<file path="config.mk">
export PLATFORM = sky130hd
export DESIGN_NAME = ifmap_row_repacker
export DESIGN_NICKNAME = d
export VERILOG_FILES = /design/src/rtl/ifmap_repack_pkg.sv /design/src/rtl/repack_shift_buf.sv /design/src/rtl/ifmap_row_repacker.sv
export SDC_FILE = /design/constraint.sdc
export NUM_CORES = 1
export LEC_CHECK = 0
export BUFFER_PORTS_ARGS = -buffer_cell sky130_fd_sc_hd__buf_2
export CELL_PAD_IN_SITES_DETAIL_PLACEMENT = 1
export CELL_PAD_IN_SITES_GLOBAL_PLACEMENT = 2
export CORE_ASPECT_RATIO = 1.25
export CORE_UTILIZATION = 30
export DETAILED_ROUTE_END_ITERATION = 10
export GPL_TIMING_DRIVEN = 0
export PLACE_DENSITY_LB_ADDON = 0.1
export SLEW_MARGIN = 5
export SYNTH_ARGS = -nofsm -noshare
export SYNTH_HDL_FRONTEND = slang
export SYNTH_SLANG_ARGS = --single-unit
</file>
<file path="constraint.sdc">
create_clock -name clk -period 11.66 [get_ports clk]
set_input_delay 0.583 -clock clk [delete_from_list [all_inputs] [get_ports clk]]
set_output_delay 0.583 -clock clk [all_outputs]
set_load 0.005 [all_outputs]
</file>
<file path="src/rtl/ifmap_repack_pkg.sv">
// Shared constants, sideband type and segment-length helpers for the ifmap row repacker.
// Geometry is set here; the top and buffer pick it up through the package import.
package ifmap_repack_pkg;

  localparam int ELEM_W    = 8;
  localparam int IN_ELEMS  = 8;
  localparam int BUF_WORDS = 2;
  localparam int SEG_AW    = 3;
  localparam int ROW_CW    = 5;

  localparam int WORD_W        = ELEM_W * IN_ELEMS;
  localparam int BUF_ELEMS     = IN_ELEMS * BUF_WORDS;
  localparam int SEGLEN_W      = $clog2(IN_ELEMS) + 1;
  localparam int LVL_W         = $clog2(BUF_ELEMS + 1);
  localparam int ROWEL_W       = SEG_AW + $clog2(IN_ELEMS) + 1;
  localparam int MAX_ROW_ELEMS = IN_ELEMS * (2 ** SEG_AW);

  typedef struct packed {
    logic [SEG_AW-1:0]   seg_addr;
    logic [SEGLEN_W-1:0] seg_elems;
    logic [ROW_CW-1:0]   row_idx;
    logic                row_last;
    logic                tile_last;
  } sideband_t;

  // Elements of the row not yet covered by segments before seg_addr.
  function automatic logic [ROWEL_W-1:0] seg_rem(input logic [ROWEL_W-1:0] row_elems,
                                                 input logic [SEG_AW-1:0]  seg_addr);
    return row_elems - ROWEL_W'(seg_addr) * ROWEL_W'(IN_ELEMS);
  endfunction

  function automatic logic [SEGLEN_W-1:0] seg_len(input logic [ROWEL_W-1:0] row_elems,
                                                  input logic [SEG_AW-1:0]  seg_addr);
    logic [ROWEL_W-1:0] rem;
    rem = seg_rem(row_elems, seg_addr);
    if (rem >= ROWEL_W'(IN_ELEMS)) return SEGLEN_W'(IN_ELEMS);
    return rem[SEGLEN_W-1:0];
  endfunction

endpackage

</file>
<file path="src/rtl/repack_shift_buf.sv">
// Element buffer for the repacker: words append at the fill level, segments leave from element 0.
// A push landing in the same cycle as a pop is written just past the post-pop contents.
module repack_shift_buf
  import ifmap_repack_pkg::*;
(
  input  logic                clk,
  input  logic                rst_n,
  input  logic                push,
  input  logic [WORD_W-1:0]   push_data,
  input  logic                pop,
  input  logic [SEGLEN_W-1:0] pop_elems,
  output logic [LVL_W-1:0]    level,
  output logic                room,
  output logic [WORD_W-1:0]   head
);

  localparam int BUF_W = BUF_ELEMS * ELEM_W;

  logic [BUF_W-1:0] buf_q;
  logic [BUF_W-1:0] buf_d;
  logic [BUF_W-1:0] shifted;
  logic [BUF_W-1:0] ins_data;
  logic [BUF_W-1:0] ins_mask;
  logic [LVL_W-1:0] base;
  logic [LVL_W-1:0] level_d;

  always_comb begin
    shifted  = pop ? (buf_q >> (32'(pop_elems) * ELEM_W)) : buf_q;
    base     = level - (pop ? LVL_W'(pop_elems) : '0);
    ins_data = BUF_W'(push_data) << (32'(base) * ELEM_W);
    ins_mask = {{(BUF_W - WORD_W){1'b0}}, {WORD_W{1'b1}}} << (32'(base) * ELEM_W);
    buf_d    = push ? ((shifted & ~ins_mask) | ins_data) : shifted;
    level_d  = base + (push ? LVL_W'(IN_ELEMS) : '0);
  end

  always_ff @(posedge clk or negedge rst_n) begin
    if (!rst_n) begin
      buf_q <= '0;
      level <= '0;
    end else begin
      buf_q <= buf_d;
      level <= level_d;
    end
  end

  // Room for a whole word, judged on the registered level only.
  assign room = (level <= LVL_W'(BUF_ELEMS - IN_ELEMS));
  assign head = buf_q[WORD_W-1:0];

endmodule

</file>
<file path="src/rtl/ifmap_row_repacker.sv">
// DRAM-to-row-RF repacker: slices the word stream into per-row segments with row/tile sideband.
// Define REPACK_ZERO_PAD_EN to force lanes beyond out_seg_elems to zero in out_data.
module ifmap_row_repacker
  import ifmap_repack_pkg::*;
(
  input  logic                clk,
  input  logic                rst_n,
  input  logic                cfg_load,
  input  logic [ROWEL_W-1:0]  cfg_row_elems,
  input  logic [ROW_CW-1:0]   cfg_rows,
  output logic                cfg_err,
  input  logic                in_valid,
  output logic                in_ready,
  input  logic [WORD_W-1:0]   in_data,
  output logic                out_valid,
  input  logic                out_ready,
  output logic [WORD_W-1:0]   out_data,
  output logic [SEG_AW-1:0]   out_seg_addr,
  output logic [SEGLEN_W-1:0] out_seg_elems,
  output logic [ROW_CW-1:0]   out_row_idx,
  output logic                out_row_last,
  output logic                out_tile_last
);

  logic [ROWEL_W-1:0]  row_elems_q;
  logic [ROW_CW-1:0]   rows_q;
  logic [SEG_AW-1:0]   seg_addr_q;
  logic [ROW_CW-1:0]   row_idx_q;
  logic [LVL_W-1:0]    level;
  logic [WORD_W-1:0]   head;
  logic [WORD_W-1:0]   data_d;
  logic [WORD_W-1:0]   data_q;
  logic [SEGLEN_W-1:0] cur_len;
  sideband_t           sb_d;
  sideband_t           sb_q;
  logic                push;
  logic                pop;
  logic                idle;
  logic                cfg_bad;
  logic                row_last;
  logic                tile_last;

  assign cur_len   = seg_len(row_elems_q, seg_addr_q);
  assign row_last  = (seg_rem(row_elems_q, seg_addr_q) <= ROWEL_W'(IN_ELEMS));
  assign tile_last = row_last && (row_idx_q == rows_q - ROW_CW'(1));
  assign push      = in_valid && in_ready;
  assign pop       = (level >= LVL_W'(cur_len)) && (!out_valid || out_ready);
  assign idle      = (level == '0) && !out_valid && (seg_addr_q == '0) && (row_idx_q == '0);
  assign cfg_bad   = (cfg_row_elems == '0) || (cfg_row_elems > ROWEL_W'(MAX_ROW_ELEMS))
                     || (cfg_rows == '0);

  repack_shift_buf u_buf (
    .clk       (clk),
    .rst_n     (rst_n),
    .push      (push),
    .push_data (in_data),
    .pop       (pop),
    .pop_elems (cur_len),
    .level     (level),
    .room      (in_ready),
    .head      (head)
  );

  always_ff @(posedge clk or negedge rst_n) begin
    if (!rst_n) begin
      row_elems_q <= ROWEL_W'(IN_ELEMS * 4 - 2);
      rows_q      <= ROW_CW'(16);
      cfg_err     <= 1'b0;
    end else begin
      cfg_err <= 1'b0;
      if (cfg_load && idle) begin
        if (cfg_bad) begin
          cfg_err <= 1'b1;
        end else begin
          row_elems_q <= cfg_row_elems;
          rows_q      <= cfg_rows;
        end
      end
    end
  end

  always_ff @(posedge clk or negedge rst_n) begin
    if (!rst_n) begin
      seg_addr_q <= '0;
      row_idx_q  <= '0;
    end else if (pop) begin
      if (row_last) begin
        seg_addr_q <= '0;
        row_idx_q  <= tile_last ? '0 : row_idx_q + ROW_CW'(1);
      end else begin
        seg_addr_q <= seg_addr_q + SEG_AW'(1);
      end
    end
  end

  always_comb begin
    sb_d           = '0;
    sb_d.seg_addr  = seg_addr_q;
    sb_d.seg_elems = cur_len;
    sb_d.row_idx   = row_idx_q;
    sb_d.row_last  = row_last;
    sb_d.tile_last = tile_last;
  end

`ifdef REPACK_ZERO_PAD_EN
  assign data_d = head & ~({WORD_W{1'b1}} << (32'(cur_len) * ELEM_W));
`else
  assign data_d = head;
`endif

  // Output register only advances on pop, so a stalled segment holds every out_* field.
  always_ff @(posedge clk or negedge rst_n) begin
    if (!rst_n) begin
      out_valid <= 1'b0;
      data_q    <= '0;
      sb_q      <= '0;
    end else if (pop) begin
      out_valid <= 1'b1;
      data_q    <= data_d;
      sb_q      <= sb_d;
    end else if (out_ready) begin
      out_valid <= 1'b0;
    end
  end

  assign out_data      = data_q;
  assign out_seg_addr  = sb_q.seg_addr;
  assign out_seg_elems = sb_q.seg_elems;
  assign out_row_idx   = sb_q.row_idx;
  assign out_row_last  = sb_q.row_last;
  assign out_tile_last = sb_q.tile_last;

endmodule

</file>
==> impl_results.md <==
* Initial antenna violation count at 0
* Synth warnings at 0
* Worst-path clk slew at 70 ps
* Ys flop type: dfrtp_1
* WP data arrival at 12080 ps
* R2R Setup Slk at 20 ps
* Final nets at 2405
* Syn Nets at 2208
* Setup crit end: u_buf.buf_q[8]
* CTS buffer count at 29
* Routed wl met3 at 7900 µm
* Met2 WL at 50300 µm
* Endpoints failing setup at 0
* DIE WIDTH at 213 µm
* Final Non-Filler Cells at 3058
* Worst Skew at 18.6 ps
* Fin. Hold Viols at 0
* Post-DRT Antenna Nets at 0
* Startpoint types: flop
* Placed insts at 3007
* Antenna cells at 0
* CTS tree: yes
* Number of global-route vias before repair at 19506
* Seq/Total Area, Yosys at 0.349
* Via/cell ratio at 6.19
* Area Growth Syn to Fin at 16.5%
* Die area at 56700 µm²
* Mapped Area at 16700 µm²
* Worst-margin pin slew at 1360 ps
* Overall routing resource usage at 0.388
* Core area at 55000 µm²
* Residual DRC at 0
* RSZ-0062 raised after global routing: no
* FMAX at 85.9 MHz
* Max transition margin at 0.0937
* Maximum clock insertion buffer count at 3
* Initial DRC Count at 2006
* WL met1 at 43700 µm
* CP Data Required Time at 12100 ps
* Reg2reg start: row_elems_q[3]
* Final-report max-slew violation count at 0
* Post-synth EDFFs at 0
* Sink Count at 233
* H-tree Lvls at 1
* Final WL at 110000 µm
* Min cycle time layout at 11640 ps
* WHS at 243 ps
* I/O Pins at 162
* Clk_lat worst skew at 590 ps
* Kind of end point of the critical path: flop
* Placer congestion estimate at 1.02
* Status: finished clean
* Tightest Hold Check Type: in -> reg
* # Max-Cap Violations at 0
* Die Ht at 266 µm
* Total number of vias at 18915
* Reg-to-Reg End: u_buf.buf_q[8]
* Register bit total from synthesis at 233
* Post-CTS setup buffers at 0
* Fin Setup TNS at 0 ps
* Crit. Startpoint: row_elems_q[3]
* Yosys top cell by area: dfrtp_1
* Detailed Place HPWL at 87500 µm
* FP Rows at 96
* Worst-case reg-to-reg path depth at 25
* Global-route wire length before repair at 153000 µm
* Cells after Synth at 2107
* Layout cells sized above 1 at 0.126
* Grt total ovfl at 0
* DR WL/cell at 36.0 µm
* Initial core utilization at 0.304
* Top Metal Used: met4
* Mean post-synth cell area at 7.93 µm²
* Post-synth top area share at 0.341
* Synth async-reset ratio at 1.00
* Drt pass-1 iters at 5
* Largest net degree at the start of global routing at 98
* Synth area leaders: dfrtp_1, mux2i_1, nand2_1, a21oi_1, nor2_1
* Type of the worst setup path: reg -> reg
* Cell variety after synth at 71
* Crit share post-route at 0.999
* Clock root buffer master: clkbuf_16
* Peak fanout along the critical path at 10
* I/O Buffers at 161
## placed cells by master (no fill, tap or decap), drive strengths merged, types with 75 or more instances in the layout
| cell type | n |
|---|---|
| nand2 | 460 |
| dfrtp | 228 |
| buf | 214 |
| nor2 | 190 |
| mux2i | 177 |
| a21oi | 145 |
| clkbuf | 143 |
| o21ai | 113 |
| a22oi | 79 |
| nand3 | 75 |
## how the worst min path moves through the flow
stage | cells after the start | to | startpoint | slack [ps]
after floorplan | 0 | cfg_err | rst_n | 290
after global placement | 2 | out_data[63] | out_data[63] | 450
after detailed placement | 2 | out_seg_elems[2] | out_seg_elems[2] | 460
after CTS | 3 | rows_q[0] | cfg_rows[0] | 220
after global routing | 3 | rows_q[0] | cfg_rows[0] | 240
final | 3 | row_elems_q[0] | cfg_row_elems[0] | 240
## flip-flops by register name (all words and copies together) (netlist names)
name	count
out_row_idx	5
row_idx_q	5
row_elems_q	7
out_seg_elems	4
rows_q	5
out_valid	1
u_buf.level	5
u_buf.buf_q	128
out_data	64
seg_addr_q	3
out_seg_addr	3
out_tile_last	1
out_row_last	1
cfg_err	1
## synthesized netlist by cell type, types with 6 or more instances
| master | n |
|---|---|
| a211oi_1 | 15 |
| a21oi_1 | 144 |
| a221o_1 | 14 |
| a221oi_1 | 32 |
| a22o_1 | 20 |
| a22oi_1 | 79 |
| a31oi_1 | 49 |
| a32oi_1 | 18 |
| and2_1 | 6 |
| buf_1 | 25 |
| buf_2 | 13 |
| buf_4 | 7 |
| clkbuf_1 | 107 |
| dfrtp_1 | 228 |
| ha_1 | 18 |
| inv_1 | 24 |
| mux2_2 | 33 |
| mux2i_1 | 177 |
| nand2_1 | 459 |
| nand2b_1 | 8 |
| nand3_1 | 75 |
| nor2_1 | 189 |
| nor3_1 | 52 |
| o211ai_1 | 23 |
| o21a_1 | 6 |
| o21ai_0 | 112 |
| o221ai_1 | 15 |
| o22ai_1 | 40 |
| o31ai_1 | 6 |
| o41ai_1 | 8 |
| or3_1 | 6 |
| xnor2_1 | 11 |
| xor2_1 | 9 |
## what timing repair did
action | CTS | global route
endpoints found under the hold margin | 36 | 0
gates resized for setup | 0 | 0
hold buffers | 1 | 0
## metrics by stage
step / cell area [µm²] / utilization / worst slack, ps
floorplan: 16700 / - / 5180
global placement: 18400 / 0.335 / 666
detailed placement: 18600 / 0.337 / 606
CTS: 19500 / 0.354 / 607
global route: 19500 / 0.354 / 130
finish: 19500 / 0.354 / 16.5
## logic make-up after synthesis
kind of cell	synth area share
multiplexers	0.134
AND/OR/NAND/NOR	0.203
flip-flops	0.349
buffers and inverters	0.0463
AO/OA/AOI/OAI	0.241
XOR/XNOR	0.0105
adder cells (fa/ha/maj)	0.0159
## metal layers
metal	vias up	track usage
met2	1035	0.630
met1	9483	0.478
met5	-	0
met3	318	0.0560
li1	8079	-
met4	0	0.251
## area by class of cell
| class | count | area [µm²] |
|---|---|---|
| plain buffers | 156 | 658 |
| well taps | 735 | 920 |
| repair buffers | 166 | 911 |
| multi-input cells | 1688 | 10100 |
| clock buffers | 36 | 772 |
| flip-flops and latches | 233 | 5840 |
| fillers | 6752 | 35500 |
| clock inverters | 14 | 135 |
| inverters | 30 | 115 |
## critical path, cell delays in order, from the launching register on
cell and delay [ps]:
dfstp_2 520, inv_1 60, ha_1 210, inv_1 70, fa_1 460, nor3b_2 340
o311ai_4 280, nor2_1 740, inv_1 120, buf_2 310, buf_1 630, ha_1 460
nor4_1 500, a221o_1 480, clkbuf_1 710, buf_1 960, nor2_1 230, ha_1 300
fa_1 510, clkbuf_1 320, clkbuf_1 460, clkbuf_1 490, buf_1 630, nand3_1 900
nor2_1 670, a21oi_1 90
Power is left out: the tool's default activity adds up to more than one toggle a clock period on the data nets, which glitch-free logic cannot reach.
